### src/rtl/store_addr_wr_arb.sv
// Round-robin write arbiter for the store-address prefetch FIFO.
// Packs {id, addr} into the FIFO word and limits per-requester outstanding entries with credit counters.
module store_addr_wr_arb #(
    parameter int N_REQ     = 4,
    parameter int ID_W      = 2,
    parameter int ADDR_W    = 28,
    parameter int MAX_OUTST = 8,
    parameter int CNT_W     = 4
) (
    input  logic                    clk,
    input  logic                    rst,
    input  logic                    arb_en,
    input  logic [N_REQ-1:0]        req_valid,
    input  logic [N_REQ*ADDR_W-1:0] req_addr,
    output logic [N_REQ-1:0]        req_ready,
    input  logic                    fifo_wr_vld,
    output logic                    fifo_wr_en,
    output logic [ID_W+ADDR_W-1:0]  fifo_wr_data,
    input  logic                    done_valid,
    input  logic [ID_W-1:0]         done_id,
    output logic [N_REQ*CNT_W-1:0]  outst_cnt,
    output logic                    busy,
    output logic                    err_underflow
);

    logic [CNT_W-1:0]  cnt      [N_REQ];
    logic [CNT_W-1:0]  cnt_next [N_REQ];
    logic [N_REQ-1:0]  elig;
    logic [N_REQ-1:0]  inc;
    logic [N_REQ-1:0]  dec;
    logic [N_REQ-1:0]  hit;
    logic [ID_W-1:0]   rr_ptr;
    logic [ID_W-1:0]   grant_idx;
    logic [ID_W-1:0]   probe_idx;
    logic              grant_vld;
    logic [ADDR_W-1:0] sel_addr;
    logic              done_hit_any;
    logic              zero_hit;
    logic              underflow;
    logic              any_next;

    always_comb begin
        elig = '0;
        for (int i = 0; i < N_REQ; i++) begin
            elig[i] = req_valid[i] && (cnt[i] < CNT_W'(MAX_OUTST));
        end
    end

    // Search starts at rr_ptr and wraps; grants are masked while reset is held.
    always_comb begin
        grant_vld = 1'b0;
        grant_idx = '0;
        probe_idx = '0;
        if (!rst && arb_en && fifo_wr_vld) begin
            for (int k = 0; k < N_REQ; k++) begin
                probe_idx = ID_W'((int'(rr_ptr) + k) % N_REQ);
                if (!grant_vld && elig[probe_idx]) begin
                    grant_vld = 1'b1;
                    grant_idx = probe_idx;
                end
            end
        end
    end

    always_comb begin
        req_ready    = '0;
        sel_addr     = '0;
        fifo_wr_data = '0;
        if (grant_vld) begin
            req_ready[grant_idx] = 1'b1;
            sel_addr             = req_addr[int'(grant_idx)*ADDR_W +: ADDR_W];
            fifo_wr_data         = {grant_idx, sel_addr};
        end
    end

    assign fifo_wr_en = grant_vld;

    // A done for an id with no counter, or for a counter already at zero, is an underflow.
    always_comb begin
        inc          = '0;
        dec          = '0;
        hit          = '0;
        done_hit_any = 1'b0;
        zero_hit     = 1'b0;
        any_next     = 1'b0;
        for (int i = 0; i < N_REQ; i++) begin
            inc[i] = grant_vld && (grant_idx == ID_W'(i));
            hit[i] = done_valid && (done_id == ID_W'(i));
            dec[i] = hit[i] && (cnt[i] != '0);
            if (hit[i]) begin
                done_hit_any = 1'b1;
                if (cnt[i] == '0) begin
                    zero_hit = 1'b1;
                end
            end
            cnt_next[i] = cnt[i];
            if (inc[i] && !dec[i]) begin
                cnt_next[i] = cnt[i] + CNT_W'(1);
            end else if (dec[i] && !inc[i]) begin
                cnt_next[i] = cnt[i] - CNT_W'(1);
            end
            if (cnt_next[i] != '0) begin
                any_next = 1'b1;
            end
        end
        underflow = done_valid && (!done_hit_any || zero_hit);
    end

    always_comb begin
        outst_cnt = '0;
        for (int i = 0; i < N_REQ; i++) begin
            outst_cnt[i*CNT_W +: CNT_W] = cnt[i];
        end
    end

    always_ff @(posedge clk) begin
        if (rst) begin
            for (int i = 0; i < N_REQ; i++) begin
                cnt[i] <= '0;
            end
            rr_ptr        <= '0;
            busy          <= 1'b0;
            err_underflow <= 1'b0;
        end else begin
            for (int i = 0; i < N_REQ; i++) begin
                cnt[i] <= cnt_next[i];
            end
            busy          <= any_next;
            err_underflow <= err_underflow || underflow;
            if (grant_vld) begin
                rr_ptr <= (grant_idx == ID_W'(N_REQ - 1)) ? '0 : grant_idx + ID_W'(1);
            end
        end
    end

endmodule

### config.mk
export PLATFORM = sky130hd
export DESIGN_NAME = store_addr_wr_arb
export DESIGN_NICKNAME = d
export VERILOG_FILES = /design/src/rtl/store_addr_wr_arb.sv
export SDC_FILE = /design/constraint.sdc
export NUM_CORES = 1
export LEC_CHECK = 0
export ABC_AREA = 1
export CORE_MARGIN = 2
export CORE_UTILIZATION = 31
export DETAILED_ROUTE_END_ITERATION = 10
export HOLD_SLACK_MARGIN = 0.05
export PLACE_DENSITY_LB_ADDON = 0.2
export SYNTH_ARGS = -nofsm -noshare
export SYNTH_HDL_FRONTEND = slang
export SYNTH_SLANG_ARGS = --single-unit
### constraint.sdc
create_clock -name clk -period 3.4 [get_ports clk]
set_input_delay 0.68 -clock clk [delete_from_list [all_inputs] [get_ports clk]]
set_output_delay 0.68 -clock clk [all_outputs]
set_load 0.01 [all_outputs]
==> results.sh <==
export IMPL_start_util_pct=31.6
export IMPL_dr_wl_met2_mm=6.42
export IMPL_register_area_um2=402
export IMPL_numCtsBuffers=3
export IMPL_skew_ns=0.00220
export IMPL_leakage_uw=0.00262
export IMPL_clockBufferDepth=2
export IMPL_critPathLaunchType="primary input"
export IMPL_hold_class="flop to flop"
export IMPL_wl_mm=12.4
export IMPL_slowest_stage="dlygate4sd2_1"
export IMPL_final_max_slew_viol_count=0
export IMPL_hpwlAfterDp_mm=8.87
export IMPL_crit_type="primary input to output port"
export IMPL_yosys_warnings=0
export IMPL_setup_viol=0
export IMPL_pwr_share_clk_pct=15.6
export IMPL_share_comb_of_total_power_pct=64.3
export IMPL_period_needed_ns=3.31
export IMPL_crit_fanout=10
export IMPL_firstDrtPassIters=5
export IMPL_worstMarginPinSlew_ns=0.343
export IMPL_ys_types=35
export IMPL_antenna_found_initial=1
export IMPL_synthesis_nets=634
export IMPL_io_pins=176
export IMPL_cts_sinks=20
export IMPL_synth_top_area_share_pct=27.1
export IMPL_rows=34
export IMPL_cts_clk_slew_worst_paths_ns=0.08
export IMPL_fp_coreArea_um2=8590
export IMPL_ys_top_cells_by_count="196 x nand2_1, 78 x nand3_1, 41 x inv_1"
export IMPL_pwr_share_seq_pct=20.1
export IMPL_synth_cells=499
export IMPL_fillCellCount=801
export IMPL_utilization_pct=61.5
export IMPL_yosys_register_bits=20
export IMPL_grt_setup_unrepaired="true"
export IMPL_synth_most_common_cell="nand2_1"
export IMPL_via_per_inst=5.00
export IMPL_synth_area_per_cell_um2=5.44
export IMPL_drt_initial_drc_count=190
export IMPL_highest_layer="met4"
export IMPL_cts_root_buf="clkbuf_8"
export IMPL_yosysTopAreaCell="nand2_1"
export IMPL_relSlewSlack_pct=77.1
export IMPL_layout_drive_gt1_share_pct=21.5
export IMPL_drv_cap=0
export IMPL_worst_setup_path_end_kind="output port"
export IMPL_switchingPower_uw=634
export IMPL_portBuffers=175
export IMPL_wl_met1_mm=4.95
export IMPL_grt_pass1_vias=3936
export IMPL_fin_crit_sh_pct=97.3
export IMPL_grt_use_total_pct=23.6
export IMPL_cp_cell_sequence="dlygate4sd2_1, nand3_2, nand3_2, nand2_4, inv_1, o21ai_2, a21oi_1, o21ai_1, nand3_2, buf_6, bufbuf_16, nand3_1, nand2_1, a31oi_1, buf_2"
export IMPL_synth_area_leaders="nand2_1 27%, dfxtp_1 15%, nand3_1 14%"
export IMPL_die_height_um=97.5
export IMPL_cts_tree="done"
export IMPL_syn_area_um2=2710
export IMPL_intPower_uw=981
export IMPL_multi_input_area_um2=2120
export IMPL_grt_max_degree=31
export IMPL_ff2ff_setup_slack_ns=0.39
export IMPL_vias=4166
export IMPL_met3WireLength_um=794
export IMPL_path_common_cell="nand3_2"
export IMPL_hold_viol=0
export IMPL_crit_arrival_ns=2.63
export IMPL_sw_frac_of_total_pct=39.3
export IMPL_clkLatencyLatePin_ns=0.27
export IMPL_fin_setup_tns_ns=0
export IMPL_seq_area_frac_synth_pct=14.8
export IMPL_power_uw=1610
export IMPL_area_growth_pct=94.8
export IMPL_routedWlPerCell_um=14.9
export IMPL_finalNonFillerCells=833
export IMPL_grt_pass1_wl_mm=18.9
export IMPL_finalWeightedCongestion=0.934
export IMPL_fp_dieW_um=97.5
export IMPL_irDropWorstVdd_mv=0.350
export IMPL_slowest_delay_ns=0.26
export IMPL_placedCellCount=805
export IMPL_ys_async_sr_fraction_pct=0
export IMPL_synth_ff_type="dfxtp_1"
export IMPL_route_detailed_drc=0
export IMPL_fin_hold_ws_ns=0.518
export IMPL_gr_total_overflow=0
export IMPL_synth_enable_flop_cells=0
export IMPL_final_nets=860
export IMPL_ant_nets=0
export IMPL_power_density_nw_per_um2=306
export IMPL_cp_required_ns=2.72
export IMPL_h_tree_depth=1
export IMPL_status="completed"
export IMPL_fp_dieArea_um2=9520
export IMPL_max_freq_mhz=302
==> cells by family (layout without fill, tap and decap cells) <==
group,after synthesis,count (layout),synth area share (%)
adders and majority gates,12,12,5.53
xor gates and xnor gates,5,5,1.89
AOI/OAI and AO/OA,54,54,11.8
other,0,1,0
DFF,20,20,14.8
muxes,1,1,0.369
buffers and inverters,72,297,12.5
and+or+nand+nor,335,335,53.1
==> worst max-delay path: cells and delay by family <==
family	cells	cell delay (ns)
AO/OA/AOI/OAI	4	0.46
AND/OR/NAND/NOR	6	0.60
buffers and inverters	5	0.88
==> flip-flops by register name, summed over array words and instances, names as in the netlist <==
name           cells
busy               1
err_underflow      1
cnt               16
rr_ptr             2
==> placed cells by master (no fill, tap or decap), drive strengths merged, types with 6 or more instances in the layout <==
cell,netlist,routed
nand2,212,212
clkdlybuf4s50,0,138
buf,20,96
nand3,79,79
inv,45,45
a31oi,28,28
nor2,28,28
dfxtp,20,20
a21oi,15,15
ha,12,12
nor3,7,7
o21ai,7,7
nand4,6,6
clkbuf,5,6
==> worst paths after layout <==
| path | cells past startpoint | from | end |
|---|---|---|---|
| max | 15 | req_valid[3] | fifo_wr_data[12] |
| max reg2reg | 22 | cnt[0][3]$_SDFF_PP0_ | busy$_SDFF_PP0_ |
| min | 2 | err_underflow$_SDFF_PP0_ | err_underflow$_SDFF_PP0_ |
| min reg2reg | 2 | err_underflow$_SDFF_PP0_ | err_underflow$_SDFF_PP0_ |
==> per-layer routing <==
| layer | vias to the layer above | track usage [%] |
|---|---|---|
| li1 | 2086 | - |
| met1 | 1903 | 27.9 |
| met2 | 159 | 44.5 |
| met3 | 18 | 2.81 |
| met4 | 0 | 6.62 |
| met5 | - | 0 |
==> what timing repair did <==
item	CTS	global route
resized for setup	153	29
pin swaps	12	15
cloned	4	2
setup buffers	9	10
hold buffers	0	0
endpoints found under the setup margin	36	34
==> metrics by stage <==
| step | worst slack, ns | cell area (um2) |
|---|---|---|
| 6_report | 0.0909 | 5290 |
| 4_1_cts | 0.0504 | 5110 |
| 3_5_place_dp | -0.571 | 4850 |
| 5_1_grt | -0.0550 | 5290 |
| 3_3_place_gp | -0.524 | 4850 |
| 2_1_floorplan | 0.529 | 2710 |
==> power groups by stage <==
stage | Combinational [uW] | Clock, uW | Sequential (uW)
final | 1040 | 251 | 325
after CTS | 994 | 251 | 324
after global placement | 923 | 0 | 328
after global routing | 1150 | 258 | 333
after floorplan | 482 | 0 | 335
after detailed placement | 935 | 0 | 328
==> area by class of cell <==
type | instances | area share [%]
inverters | 47 | 3.62
flip-flops and latches | 20 | 7.60
repair buffers | 246 | 44.7
multi-input cells | 407 | 40.1
clock inverters | 1 | 0.568
well taps | 108 | 2.56
clock buffers | 3 | 0.781
diodes | 1 | 0.0473
Note: power is estimated with default switching activity, not from simulation.
